--- src/rtl/dmem_arbiter.sv ---
// Two-port valid/ready arbiter and sequencer for the single-ported data_memory.
// Define DMEM_ARB_RR_EN for round-robin arbitration; otherwise port 0 has fixed priority.

package dmem_pkg;
  typedef logic [31:0] word;

  typedef enum logic {
    MEM_READ_EN  = 1'b0,
    MEM_WRITE_EN = 1'b1
  } mem_en_t;

  typedef struct packed {
    logic    mem_enable;
    mem_en_t mem_en;
    word     address;
    word     data_in;
  } data_memory_interface_t;
endpackage

module dmem_arbiter
  import dmem_pkg::*;
#(
  parameter int unsigned ADDR_LIMIT = 1024
) (
  input  logic                   clock,
  input  logic                   reset_n,
  input  logic [1:0]             req_valid,
  input  logic [1:0]             req_write,
  input  word  [1:0]             req_addr,
  input  word  [1:0]             req_wdata,
  output logic [1:0]             req_ready,
  output logic [1:0]             resp_valid,
  output logic                   resp_err,
  output word                    resp_rdata,
  output data_memory_interface_t mem_sig,
  input  word                    mem_rdata
);

  typedef enum logic [1:0] {
    IDLE,
    ACCESS,
    RESP
  } state_t;

  localparam word LIMIT = word'(ADDR_LIMIT);

  state_t     state_q, state_d;
  logic       grant_q, grant_d;
  logic       write_q, write_d;
  word        addr_q, addr_d;
  word        wdata_q, wdata_d;
  word        rdata_q, rdata_d;
  logic       err_q, err_d;
  logic       win;
  logic [1:0] ready;
  logic       in_range;

  assign in_range = addr_q < LIMIT;

`ifdef DMEM_ARB_RR_EN
  logic last_q, last_d;

  // On contention the port not granted last wins; a lone requester always wins.
  always_comb begin
    if (req_valid == 2'b11) win = ~last_q;
    else                    win = req_valid[1] & ~req_valid[0];
  end

  assign last_d = (state_q == IDLE && req_valid != 2'b00) ? win : last_q;

  always_ff @(posedge clock or negedge reset_n) begin
    if (!reset_n) last_q <= 1'b1;
    else          last_q <= last_d;
  end
`else
  assign win = ~req_valid[0];
`endif

  always_comb begin
    state_d = state_q;
    grant_d = grant_q;
    write_d = write_q;
    addr_d  = addr_q;
    wdata_d = wdata_q;
    rdata_d = rdata_q;
    err_d   = err_q;
    ready      = '0;
    resp_valid = '0;
    mem_sig    = '0;
    unique case (state_q)
      IDLE: begin
        if (req_valid != 2'b00) begin
          ready[win] = 1'b1;
          grant_d    = win;
          write_d    = req_write[win];
          addr_d     = req_addr[win];
          wdata_d    = req_wdata[win];
          state_d    = ACCESS;
        end
      end
      ACCESS: begin
        if (in_range) begin
          mem_sig.mem_enable = 1'b1;
          mem_sig.mem_en     = write_q ? MEM_WRITE_EN : MEM_READ_EN;
          mem_sig.address    = addr_q;
          mem_sig.data_in    = wdata_q;
          rdata_d            = write_q ? '0 : mem_rdata;
          err_d              = 1'b0;
        end else begin
          rdata_d = '0;
          err_d   = 1'b1;
        end
        state_d = RESP;
      end
      RESP: begin
        resp_valid[grant_q] = 1'b1;
        state_d             = IDLE;
      end
      default: state_d = IDLE;
    endcase
  end

  // State is IDLE while reset is held, so the accept strobe is masked explicitly.
  assign req_ready  = ready & {2{reset_n}};
  assign resp_rdata = rdata_q;
  assign resp_err   = err_q;

  always_ff @(posedge clock or negedge reset_n) begin
    if (!reset_n) begin
      state_q <= IDLE;
      grant_q <= 1'b0;
      write_q <= 1'b0;
      addr_q  <= '0;
      wdata_q <= '0;
      rdata_q <= '0;
      err_q   <= 1'b0;
    end else begin
      state_q <= state_d;
      grant_q <= grant_d;
      write_q <= write_d;
      addr_q  <= addr_d;
      wdata_q <= wdata_d;
      rdata_q <= rdata_d;
      err_q   <= err_d;
    end
  end

endmodule

--- config.mk ---
export PLATFORM = sky130hd
export DESIGN_NAME = dmem_arbiter
export DESIGN_NICKNAME = d
export VERILOG_FILES = /design/src/rtl/dmem_arbiter.sv
export SDC_FILE = /design/constraint.sdc
export NUM_CORES = 1
export LEC_CHECK = 0
export CORE_MARGIN = 2
export CORE_UTILIZATION = 38
export DETAILED_ROUTE_END_ITERATION = 7
export PLACE_DENSITY = 0.85
export SYNTH_ARGS = -nofsm -noshare
export SYNTH_HDL_FRONTEND = slang
export SYNTH_SLANG_ARGS = --single-unit
--- constraint.sdc ---
create_clock -name clock -period 1.55 [get_ports clock]
set_input_delay 0.31 -clock clock [delete_from_list [all_inputs] [get_ports clock]]
set_output_delay 0.31 -clock clock [all_outputs]
set_load 0.02 [all_outputs]
==> results.cfg, run 1 <==
[worst_setup_path]
endpoint_kind = output pin
path_max_fanout = 7
reg2reg_from = addr_q[26]
crit_arrival_ps = 1950
cp_slowest_cell = dfrtp_1
crit_chain = nor4_2 -> nand4_1 -> buf_6 -> buf_6 -> nor3_4 -> buf_6
cp-start-kind = register
path_class = reg2out
critical-path-top-delay-family = simple AND/OR/NAND/NOR gates
startpoint = addr_q[26]
path_buf_inv = 3
reg2reg_slack_ps = -510
crit_cells = 6
critical_path.max_stage_delay_ps = 390
cp_common_cell = buf_6
reg2regPathDepth = 8
cp.required_ps = 1240
r2r-end = resp_rdata[2]

[synth]
ys_warn_count = 0
avgSynthCellArea_sq_um = 11.6
yosys_most_used_dff = dfrtp_1
ys_ff_latch = 101
ys_types = 28
synth_seq_area_share = 0.441
synthCells = 495
ys_top_cells_by_area = dfrtp_1 (44%), mux2i_1 (15%), o41ai_2 (9.1%), mux2_2 (8.3%), nor3_2 (6.8%)
yosysMostFrequentCell = dfrtp_1
synth_top_area_cell = dfrtp_1
synth_edf_count = 0
async_flop_share = 1.00
synth.top_cells.by_count = dfrtp_1 (101), mux2i_1 (86), inv_1 (75)
syn-cell-area_sq_um = 5730
netlist.area_leader.share = 0.441

[final_layout]
fin_nets = 928
area_growth_pct = 72.1
num_antenna_cells = 0
stdcell_area_sq_um = 9870
drive_above_1_share = 0.322

[global_routing]
grt_overflow = 0
grt_max_degree = 69
grt_usage = 0.209
grt_pass1_wl_mm = 26.5
antenna_found_initial = 0
grt_pass1_vias = 4990

[sta]
setup_violations = 121
fin_skew_ps = 8.85
period_needed_ps = 2260
slew_headroom = 0.431
hold_viol = 0
rsz0062_at_grt = true
maxSlewViolCount = 0
finalCritPeriodShare = 1.46
clock.fmax_mhz = 443
tightest_slew_ps = 854
setup_slack_ps = -707

[cts]
cts_tree = built
cts-root-buf = clkbuf_16
hold_buffers = 0
clk_pin_slew_ps = 70
cts.path.max_buffers = 2
cts-htree-levels = 3
cts_buffers = 9
clock_sinks = 101
insertion_delay_ps = 340

[floorplanning]
chipHeight_microns = 127
die_x_microns = 127
ioPinCount = 269
core-area_sq_um = 14600
initial_utilization = 0.391
design.die.area_sq_um = 16100
rows = 44

[drt]
drtPass1Iterations = 4
drtAntennaViolNets = 0
drt-initial-drc-count = 182
dr_total_vias = 4716
wl_per_cell_microns = 18.2
drc = 0
wirelength_mm = 17.3
vias_per_cell = 4.96
wl_met1_mm = 6.80
maxUsedRoutingLayer = met4
wl_met2_mm = 9.30
wl_met3_microns = 854

[power]
seqPwrFrac = 0.341
powerDensity_nw_per_um2 = 1190
cellLeakagePower_nw = 5.12
peakVddDrop_mv = 0.917
power_switching_w = 0.00411
p_clk_frac = 0.195
switching_share = 0.349
p_total_w = 0.0118
power_frac_comb = 0.464
p_int_w = 0.00767

[place]
hpwl_mm = 11.9
dpl_cell_area_sq_um = 8750
gp_congestion = 0.794
port_buffers = 246

[min_path]
min_path_type = in2async

[outcome]
status = complete, but fails checks
failed_checks = negative setup slack

[job]
max-cap-violations = 0
[cells in the final DEF, fill, tap and decap left out, drive strengths merged, types with 2 or more instances in the layout]
cell type | netlist | final
nor2 | 3 | 3
dfrtp | 101 | 101
buf | 56 | 97
o41ai | 32 | 32
a21oi | 2 | 2
dlygate4sd2 | 0 | 33
mux2 | 44 | 44
nand2 | 32 | 32
clkdlybuf4s50 | 0 | 163
nor4 | 5 | 5
clkbuf | 5 | 15
mux2i | 86 | 86
nor3 | 43 | 43
conb | 1 | 22
inv | 76 | 77
[worst register-to-register path, stage by stage, from the launching register on]
cell and delay [ps]:
dfrtp_1 390, nor4_2 330, nand4_1 210, buf_6 210, buf_12 170, buf_6 130, buf_12 130, buf_16 150
o41ai_4 240
[per-stage QoR]
stage / setup WS [ps] / TNS, ps / instances / utilization / hold slack (ps)
3_5_place_dp: -856 / -58050 / 915 / 0.597 / 419
2_1_floorplan: -198 / -7400 / 516 / - / 14.4
3_3_place_gp: -846 / -53160 / 915 / 0.597 / 400
6_report: -707 / -46890 / 950 / 0.674 / 36.4
5_1_grt: -800 / -58110 / 950 / 0.674 / 78.8
4_1_cts: -733 / -49820 / 944 / 0.654 / 44.6
[registers in the layout (all words and copies together) (netlist names)]
name and count:
write_q 1, state_q 2, addr_q 32, grant_q 1
resp_rdata 32, resp_err 1, wdata_q 32
[worst max path at each step]
stage,end
after global routing,mem_sig[37]
after CTS,mem_sig[64]
after floorplan,mem_sig[14]
after global placement,mem_sig[26]
after detailed placement,mem_sig[10]
final,mem_sig[26]
[cell type report]
cell class	instances	area (sq um)
fillers	1053	4780
inverters	76	285
well taps	184	230
repair buffers	296	3250
flip-flops and latches	101	2530
clock buffers	12	256
multi-input cells	278	3270
clock inverters	3	43.8
[kinds of logic after synthesis]
group | after synthesis | share of synthesized area
other | 1 | 0.000654
AND/OR/NAND/NOR | 90 | 0.110
buffers and inverters | 137 | 0.117
multiplexers | 130 | 0.237
AO/OA/AOI/OAI | 36 | 0.0954
flip-flops | 101 | 0.441
[layer usage]
layer | global-route usage | up-vias
met2 | 0.380 | 184
met3 | 0.0342 | 28
met4 | 0.0750 | 0
met1 | 0.251 | 2315
met5 | 0 | -
li1 | - | 2189
[what timing repair did]
action | 4_1_cts | 5_1_grt
setup buffers | 8 | 5
cloned | 7 | 3
resized for setup | 365 | 34
endpoints found under the setup margin | 138 | 146
pin swaps | 5 | 4
[power groups by stage]
stage,logic [W],clock network (W),registers (W)
after floorplan,0.00273,0,0.00384
after global placement,0.00375,0,0.00390
after detailed placement,0.00389,0,0.00396
after CTS,0.00492,0.00235,0.00396
after global routing,0.00583,0.00245,0.00411
final,0.00547,0.00230,0.00402
(Power assumes the default switching activity.)
==> inputs of run 2 (changes only) <==
--- a/config.mk
+++ b/config.mk
@@ -5,6 +5,7 @@
 export SDC_FILE = /design/constraint.sdc
 export NUM_CORES = 1
 export LEC_CHECK = 0
+export CAP_MARGIN = 40
 export CORE_MARGIN = 2
 export CORE_UTILIZATION = 38
 export DETAILED_ROUTE_END_ITERATION = 7
==> results of run 2 <==
Same layout as run 1: the final DEF is identical, and so are final timing and power.
==> inputs of run 3 (changes only) <==
--- a/config.mk
+++ b/config.mk
@@ -10,6 +10,7 @@
 export CORE_UTILIZATION = 38
 export DETAILED_ROUTE_END_ITERATION = 7
 export PLACE_DENSITY = 0.85
+export SKIP_CTS_REPAIR_TIMING = 1
 export SYNTH_ARGS = -nofsm -noshare
 export SYNTH_HDL_FRONTEND = slang
 export SYNTH_SLANG_ARGS = --single-unit
==> results.cfg, run 3 (synthesis gave the netlist of run 1 again) <==
[drt]
wl_per_cell_microns = 18.6
dr_total_vias = 4726
drtAntennaViolNets = 0
vias_per_cell = 4.97
wirelength_mm = 17.6
drtPass1Iterations = 4
drt-initial-drc-count = 167
drc = 0

[floorplanning]
initial_utilization = 0.391
chipHeight_microns = 127
die_x_microns = 127
rows = 44
design.die.area_sq_um = 16100
core-area_sq_um = 14600
ioPinCount = 269

[outcome]
failed_checks = negative setup slack
status = complete, but fails checks

[sta]
rsz0062_at_grt = true
fin_skew_ps = 11.5
hold_viol = 0
maxSlewViolCount = 0
clock.fmax_mhz = 435
finalCritPeriodShare = 1.48
tightest_slew_ps = 864
setup_violations = 127
slew_headroom = 0.424
setup_slack_ps = -751
period_needed_ps = 2300

[final_layout]
layout_common_cells = clkdlybuf4s50_1 (163), dfrtp_1 (100), mux2i_1 (84)
fin_util = 0.672
fin_nets = 928
area_growth_pct = 71.8
regArea_sq_um = 2530
layout_commonest_cell = clkdlybuf4s50_1
multiInputGateArea_sq_um = 3210
num_antenna_cells = 0
final_cells = 950
final.fill_count = 1045
drive_above_1_share = 0.324

[worst_setup_path]
endpoint_kind = output pin
reg2reg_slack_ps = -310
cp-start-kind = register
reg2reg_from = addr_q[13]
cp_slowest_cell = dfrtp_1
cp_common_cell = buf_6
path_buf_inv = 3
r2r-end = resp_rdata[23]
critical_path.max_stage_delay_ps = 410
reg2regPathDepth = 6
path_max_fanout = 7
path_class = reg2out
crit_cells = 6
critical-path-top-delay-family = simple AND/OR/NAND/NOR gates
crit_arrival_ps = 1990
crit_chain = nor4_2 -> nand4_1 -> buf_6 -> buf_4 -> nor3_4 -> buf_6
cp.required_ps = 1240

[power]
cellLeakagePower_nw = 5.45
powerDensity_nw_per_um2 = 1180
peakVddDrop_mv = 0.871

[job]
max-cap-violations = 0

[cts]
cts-htree-levels = 3
cts_tree = built
cts-root-buf = clkbuf_16
insertion_delay_ps = 340
cts_buffers = 9
clk_pin_slew_ps = 70
clock_sinks = 101
cts.path.max_buffers = 2

[global_routing]
grt_pass1_wl_mm = 24.6
grt_pass1_vias = 4764
grt_overflow = 0
antenna_found_initial = 0
grt_max_degree = 69
grt_usage = 0.193

[place]
dp_cells = 915
hpwl_mm = 11.9
port_buffers = 246
gp_congestion = 0.794

[min_path]
min_path_type = in2async
[run 3: layout make-up]
cell class / count / area share
Clock buffer: 12 / 0.0260
Tap cell: 184 / 0.0234
Sequential cell: 101 / 0.257
Timing Repair Buffer: 295 / 0.334
Multi-Input combinational cell: 279 / 0.326
Inverter: 76 / 0.0290
Clock inverter: 3 / 0.00445
[run 3: report_power, final]
group	internal, W	switching, W	total [W]
sequential	0.00356	0.000450	0.00401
clock	0.00134	0.000959	0.00230
combinational	0.00266	0.00267	0.00533
total	0.00755	0.00408	0.0116
[run 3: how the worst max path moves through the flow]
stage                     from  slack (ps)     endpoint
floorplan           addr_q[28]        -200  mem_sig[14]
global placement    addr_q[26]        -850  mem_sig[26]
global route        addr_q[13]        -820  mem_sig[26]
detailed placement  addr_q[26]        -860  mem_sig[10]
finish              addr_q[13]        -750  mem_sig[26]
CTS                 addr_q[13]       -1290  mem_sig[26]
[run 3: per-stage QoR]
| stage | setup WS (ps) | power [W] | area (sq um) | hold slack (ps) | TNS (ps) |
|---|---|---|---|---|---|
| floorplan | -198 | 0.00657 | 6140 | 14.4 | -7400 |
| global placement | -846 | 0.00765 | 8750 | 400 | -53160 |
| detailed placement | -856 | 0.00785 | 8750 | 419 | -58050 |
| CTS | -1290 | 0.0102 | 9050 | 41.9 | -72450 |
| global route | -817 | 0.0122 | 9850 | 79.2 | -51100 |
| finish | -751 | 0.0116 | 9850 | 31.6 | -42130 |
[run 3: metal layers]
layer | global-route usage | vias up | wire, microns
li1 | - | 2184 | -
met1 | 0.229 | 2344 | 6830
met2 | 0.353 | 182 | 9640
met3 | 0.0342 | 16 | 937
met4 | 0.0595 | 0 | 212
met5 | 0 | - | 0
==> variant, RTL diff (settings of run 2) <==
Encoding of `state_t`: now one-hot (3 bits for 3 states).
--- a/src/rtl/dmem_arbiter.sv
+++ b/src/rtl/dmem_arbiter.sv
@@ -38,6 +38,6 @@
 
-  typedef enum logic [1:0] {
-    IDLE,
-    ACCESS,
-    RESP
+  typedef enum logic [2:0] {
+    IDLE   = 3'b001,
+    ACCESS = 3'b010,
+    RESP   = 3'b100
   } state_t;
Check against the original RTL: no difference found for any inputs over 10 cycles, from zero or initial values and one cycle with reset_n low; not proved beyond that.
==> variant against run 2 <==
The run still ends with setup timing left; synthesized area grew 0.35%; count of clock-buffer cells in the layout shrank 2; clock power is 3% lower; global-route usage rose by 0.43 points; sequential cell count grew 1; power grew 1.8%; final area down 0.58%; worst setup slack better by 0.0012 ns; synthesized cell count rose by 0.61%; cell count increased by 1.5%; routed wire length is 2.1% higher.
==> variant: results (changes against run 2) <==
metric	value	unit	change
outcome	finished, violations left		
violations	setup timing		
crit_start	addr_q[27]		
synth_cells	498		+0.61%
p_per_area	1220	nW/um^2	+2.4%
drt-initial-drc-count	187		+2.7%
wl	17700	um	+2.1%
dp_slack	-0.902	ns	-0.0457 ns
post_cts_resized	353		-3.3%
routedWlPerCell	18.4	um	+0.65%
synth_cell_types	29		+3.6%
cts_hold_buf	1		+1
use_met3	4.10	%	+0.69 points
place_inst	925		+1.1%
grt.met2_usage	38.9	%	+0.92 points
fin_nets	941		+1.4%
ir_drop	708	uV	-23%
dpl.hpwl	12400	um	+4.3%
fin_skew	0.00783	ns	-0.00102 ns
finalSetupTns	-60.84	ns	-13.96 ns
worst_slack	-0.706	ns	+0.00120 ns
yosys-top-cells-count	dfrtp_1, mux2i_1, inv_1		
slowest_delay	0.41	ns	+0.02 ns
final-setup-viol-count	147		+21%
gp_congestion	0.798		+0.53%
worstMarginPinSlew	0.567	ns	-0.286 ns
critPathMaxFanout	9		+2
wl_met1	6900	um	+1.4%
route.met2.wl	9610	um	+3.3%
reg2reg_from	state_q[0]		
==> variant: cell count changes in the layout (fill, tap and decap cells not counted), moves of 3 or more <==
cell / change
buf_4: +7
buf_6: +3
clkinvlp_4: +3
o41ai_2: +16
o41ai_4: -16
==> variant: worst paths after layout <==
kind,to,slack [ns],cells after the start
worst max register to register,addr_q[11],-0.40,8
worst max-delay path,mem_sig[29],-0.71,6
worst min-delay path,resp_err,0.02,2
worst min register to register,resp_rdata[24],0.47,2
min in group clock,resp_rdata[24],0.47,2
max in group asynchronous,addr_q[7],0.41,4
==> variant: cell type report <==
class                      instances  area, um^2
clock buffer                      10         229
multi-input combinational        279        3110
sequential                       102        2550
fill                            1048        4830
tap                              184         230
timing repair buffer             307        3330
inverter                          76         290
clock inverter                     6        62.6
==> variant: cells by family after synthesis <==
family	synth area share [%]
flip-flops	44.4
AND/OR/NAND/NOR	10.6
AO/OA/AOI/OAI	9.51
buffers and inverters	11.8
multiplexers	23.6
other	0.0652
